$ cat src/rtl/load_store_unit.sv
// load_store_unit: data-memory load/store initiator with sign/zero extension of load data.
// Ports:
//   clk, rst                          clock, synchronous active-high reset
//   req_valid/req_ready               request handshake from execute
//   req_we/width/unsigned/addr/wdata  request fields (width 0..3 = byte/half/word/double)
//   resp_valid/resp_ready             response handshake to writeback
//   resp_rdata/resp_err               extended load data, illegal-width flag
//   mem_re/we/width/addr/wdata        data-memory controls
//   mem_rdata                         data-memory read data (zero-extended by the memory)
module load_store_unit #(
    parameter int DATA_W  = 64,
    parameter int ADDR_W  = 5,
    parameter int MEM_LAT = 0
) (
    input  logic              clk,
    input  logic              rst,
    input  logic              req_valid,
    output logic              req_ready,
    input  logic              req_we,
    input  logic [2:0]        req_width,
    input  logic              req_unsigned,
    input  logic [ADDR_W-1:0] req_addr,
    input  logic [DATA_W-1:0] req_wdata,
    output logic              resp_valid,
    input  logic              resp_ready,
    output logic [DATA_W-1:0] resp_rdata,
    output logic              resp_err,
    output logic              mem_re,
    output logic              mem_we,
    output logic [2:0]        mem_width,
    output logic [ADDR_W-1:0] mem_addr,
    output logic [DATA_W-1:0] mem_wdata,
    input  logic [DATA_W-1:0] mem_rdata
);
    typedef enum logic [1:0] {IDLE, ACCESS, WAIT, RESP} state_t;

    state_t            state_q, state_d;
    logic [2:0]        cnt_q, cnt_d;
    logic              we_q, we_d;
    logic [2:0]        width_q, width_d;
    logic              uns_q, uns_d;
    logic [ADDR_W-1:0] addr_q, addr_d;
    logic [DATA_W-1:0] wdata_q, wdata_d;
    logic [DATA_W-1:0] rdata_q, rdata_d;
    logic              err_q, err_d;
    logic              sign;
    logic [DATA_W-1:0] ext;
    logic [DATA_W-1:0] loaded;

    // Only legal widths (0..3) ever reach the extension path.
    always_comb begin
        sign = !uns_q & (width_q == 3'd0 ? mem_rdata[7] :
                         width_q == 3'd1 ? mem_rdata[15] : mem_rdata[31]);
        ext = width_q == 3'd0 ? {{(DATA_W-8){sign}},  mem_rdata[7:0]}  :
              width_q == 3'd1 ? {{(DATA_W-16){sign}}, mem_rdata[15:0]} :
              width_q == 3'd2 ? {{(DATA_W-32){sign}}, mem_rdata[31:0]} : mem_rdata;
        loaded = we_q ? '0 : ext;
    end

    always_comb begin
        state_d = state_q;
        cnt_d   = cnt_q;
        we_d    = we_q;
        width_d = width_q;
        uns_d   = uns_q;
        addr_d  = addr_q;
        wdata_d = wdata_q;
        rdata_d = rdata_q;
        err_d   = err_q;
        case (state_q)
            IDLE: begin
                if (req_valid && req_ready) begin
                    we_d    = req_we;
                    width_d = req_width;
                    uns_d   = req_unsigned;
                    addr_d  = req_addr;
                    wdata_d = req_wdata;
                    rdata_d = '0;
                    err_d   = req_width > 3'd3;
                    state_d = req_width > 3'd3 ? RESP : ACCESS;
                end
            end
            ACCESS: begin
                if (MEM_LAT == 0) begin
                    rdata_d = loaded;
                    state_d = RESP;
                end else begin
                    cnt_d   = 3'(MEM_LAT);
                    state_d = WAIT;
                end
            end
            WAIT: begin
                // Data is valid in the cycle the counter shows 1.
                if (cnt_q == 3'd1) begin
                    rdata_d = loaded;
                    state_d = RESP;
                end else begin
                    cnt_d = cnt_q - 3'd1;
                end
            end
            RESP: begin
                if (resp_ready) state_d = IDLE;
            end
            default: state_d = IDLE;
        endcase
    end

    always_ff @(posedge clk) begin
        if (rst) begin
            state_q <= IDLE;
            cnt_q   <= '0;
            we_q    <= 1'b0;
            width_q <= '0;
            uns_q   <= 1'b0;
            addr_q  <= '0;
            wdata_q <= '0;
            rdata_q <= '0;
            err_q   <= 1'b0;
        end else begin
            state_q <= state_d;
            cnt_q   <= cnt_d;
            we_q    <= we_d;
            width_q <= width_d;
            uns_q   <= uns_d;
            addr_q  <= addr_d;
            wdata_q <= wdata_d;
            rdata_q <= rdata_d;
            err_q   <= err_d;
        end
    end

    assign req_ready  = state_q == IDLE && !rst;
    assign resp_valid = state_q == RESP;
    assign resp_rdata = state_q == RESP ? rdata_q : '0;
    assign resp_err   = state_q == RESP && err_q;
    // Read enable spans ACCESS and WAIT so the address stays presented for the whole latency.
    assign mem_re     = (state_q == ACCESS || state_q == WAIT) && !we_q;
    // Gated by rst so a store caught by a reset edge never writes.
    assign mem_we     = state_q == ACCESS && we_q && !rst;
    assign mem_width  = width_q;
    assign mem_addr   = addr_q;
    assign mem_wdata  = wdata_q;
endmodule

$ cat config.mk
export PLATFORM = sky130hd
export DESIGN_NAME = load_store_unit
export DESIGN_NICKNAME = d
export VERILOG_FILES = /design/src/rtl/load_store_unit.sv
export SDC_FILE = /design/constraint.sdc
export NUM_CORES = 1
export LEC_CHECK = 0
export BUFFER_PORTS_ARGS = -buffer_cell sky130_fd_sc_hd__buf_2
export CAP_MARGIN = 20
export CORE_ASPECT_RATIO = 1.2
export CORE_MARGIN = 5
export CORE_UTILIZATION = 47
export CTS_CLUSTER_DIAMETER = 120
export DETAILED_ROUTE_END_ITERATION = 10
export PLACE_DENSITY = 0.9
export SETUP_SLACK_MARGIN = 0.15
export SYNTH_ARGS = -nofsm -noshare
export SYNTH_HDL_FRONTEND = slang
export SYNTH_SLANG_ARGS = --single-unit
$ cat constraint.sdc
create_clock -name clk -period 2.1 [get_ports clk]
set_input_delay 0.525 -clock clk [delete_from_list [all_inputs] [get_ports clk]]
set_output_delay 0.525 -clock clk [all_outputs]
set_load 0.01 [all_outputs]
==> reports/metrics.cfg <==
[place]
gp_congestion = 0.886
dp_hpwl_mm = 13.3
portBuffers = 282

[global_route]
grt_max_degree = 63
grt_pass1_vias = 5874
grt_pass1_wl_mm = 29.4
antenna_found_initial = 3
grt_overflow = 0
grtUsageTotal = 0.239

[final_layout]
diodes = 0
layout-drive-gt1-share = 0.384
fin_nets = 1103
syn_to_final_growth_pct = 39.4

[clock_network]
cts_tree = built
cts_htree_levels = 4
cts_sinks = 144
clkSlewWorstSetupHoldPaths_ns = 0.07
max-clock-path-buffers = 2
cts_buffers = 17
insertion_delay_ns = 0.42
clockRootBuffer = clkbuf_16

[floorplanning]
initial_core_util = 0.478
die_w_um = 114
dieArea_um2 = 15200
die_h_um = 134
rows = 45
coreArea_um2 = 12700
boundaryPins = 283

[routing]
postRouteAntennaNets = 0
wl_per_cell_um = 16.8
routed_via_density = 5.20
routed_wl_mm = 19.1
vias = 5880
drc_errors = 0
drt_iter0_drc = 514
drtPass1Iterations = 5

[job]
max_cap_violations = 0

[synthesis]
synth_top_cell_by_area = dfxtp_1
yosysUniqueCellTypes = 33
syn-instance-count = 679
yosysMostFrequentCell = dfxtp_1
syn_area_per_cell_um2 = 8.91
synth_edf_count = 0
ys.flop_type = dfxtp_1
yosysSeqAreaShare = 0.477
ys_top_cells_by_count = dfxtp_1 (144), nand2b_1 (83), nand2_1 (79), and2_1 (66), o2bb2ai_1 (56)
syn_area_um2 = 6050
ys_warn_count = 0
synth_fp_nets = 828
ys_async_sr_fraction = 0
ys_ff_latch = 144
ys_top_cells_by_area = dfxtp_1 (48%), nand2b_1 (8.6%), o2bb2ai_1 (8.1%)
synth.top_cell.area_share = 0.477

[critical_path]
start_kind = flop
critPathCaptureType = output port
crit_required_ns = 1.57
arrival_ns = 1.50
rrSetupSlack_ns = 0.12
critPathMaxFanout = 17
critPathKind = reg2out
r2r_cells = 7
worstReg2RegEnd = rdata_q[54]$_SDFFE_PP0P_
r2r-start = state_q[1]$_SDFFE_PP0P_

[min_path]
min_path_cells = 3
hold_end = mem_wdata[25]$_SDFFE_PP0P_
hold_start = req_wdata[25]
hp-class = in2reg

[sta]
tns_ns = 0
slew_viol_final = 0
relSlewSlack = 0.630
tightest_slew_ns = 0.555
hold_viol_final = 0
rsz0062_at_grt = yes
fmax_mhz = 494
period_needed_ns = 2.03
fin_crit_sh = 0.965
skew_ns = 0.00691
setup_viol = 0

[pwr]
power.density_nw_per_um2 = 1190
leakage_uw = 0.00385
peakVddDrop_uv = 603
total_power_uw = 10100

[status]
outcome = complete, no violations

-- metal layers --
layer	wire, um	global-route usage	up-vias
met1	7320	0.274	2681
met5	37	0	-
met3	2100	0.0975	45
met2	9070	0.392	285
met4	524	0.102	6
li1	-	-	2863
-- report_power, final --
part / leakage, uW / internal [uW] / switching (uW) / total (uW)
sequential: 0.00118 / 3410 / 398 / 3810
clock: 0.000272 / 1680 / 1220 / 2900
combinational: 0.00240 / 1480 / 1880 / 3360
-- how the worst max path moves through the flow --
stage,startpoint,endpoint
2_1_floorplan,state_q[0]$_SDFFE_PP0P_,rdata_q[22]$_SDFFE_PP0P_
4_1_cts,state_q[1]$_SDFFE_PP0P_,resp_rdata[35]
3_5_place_dp,state_q[0]$_SDFFE_PP0P_,rdata_q[54]$_SDFFE_PP0P_
6_report,state_q[1]$_SDFFE_PP0P_,resp_rdata[3]
5_1_grt,state_q[0]$_SDFFE_PP0P_,resp_rdata[28]
3_3_place_gp,state_q[0]$_SDFFE_PP0P_,rdata_q[46]$_SDFFE_PP0P_
-- stage by stage --
step	hold slack [ns]	cells	instance area, um2	setup slack [ns]	utilization
5_1_grt	0.295	1131	8430	0.00419	0.666
6_report	0.302	1131	8430	0.0738	0.666
3_3_place_gp	0.437	1088	7620	0.247	0.601
4_1_cts	0.294	1128	8340	0.0751	0.659
2_1_floorplan	0.424	679	6050	0.291	-
3_5_place_dp	0.440	1088	7620	0.107	0.601
-- flip-flops by register name, indices dropped and copies added (netlist names) --
register and count:
state_q 2, mem_addr 5, cnt_q 3, mem_width 3
rdata_q 64, we_q 1, uns_q 1, mem_wdata 64
err_q 1
-- kinds of logic after synthesis --
group,synth area share
simple gates,0.242
compound gates,0.207
flops,0.477
buf+inv,0.0550
fa+ha+maj,0.0145
mux,0.00331
xor+xnor,0.00145
-- repair_timing --
item,in CTS,in global routing
hold buffers,0,0
setup buffers,6,1
setup endpoints to repair,124,127
cloned,2,1
pin swaps,2,3
resized for setup,16,15
-- cell usage in the layout, fill, tap and decap left out, drive strengths merged --
master      n
clkinv      5
clkbuf     19
xnor2       1
clkinvlp    3
inv        11
bufinv      1
and2b       1
buf       314
a22oi       1
o21ai      75
nor2       31
nand2      79
nor3b       1
ha          7
dfxtp     144
a311oi      1
and2       66
nor3        3
a21o        1
nand3      10
nand2b     85
a211oi     35
nor2b       1
a221oi      1
a222oi      1
o2bb2ai    56
a21oi      12
mux2i       2
-- final cells by class --
class                   count  area [um2]
fillers                  1004        4230
clock buffers              19         443
multi-input cells         470        2960
clock inverters            13         130
flip-flops and latches    144        2890
repair buffers            314        1780
inverters                   7        26.3
well taps                 164         205
-- worst max-delay path: stages (launching register included) --
cell	delay [ns]
dfxtp_4	0.37
ha_4	0.23
buf_12	0.17
and2_1	0.17
buf_2	0.15
(Power assumes the default switching activity.)
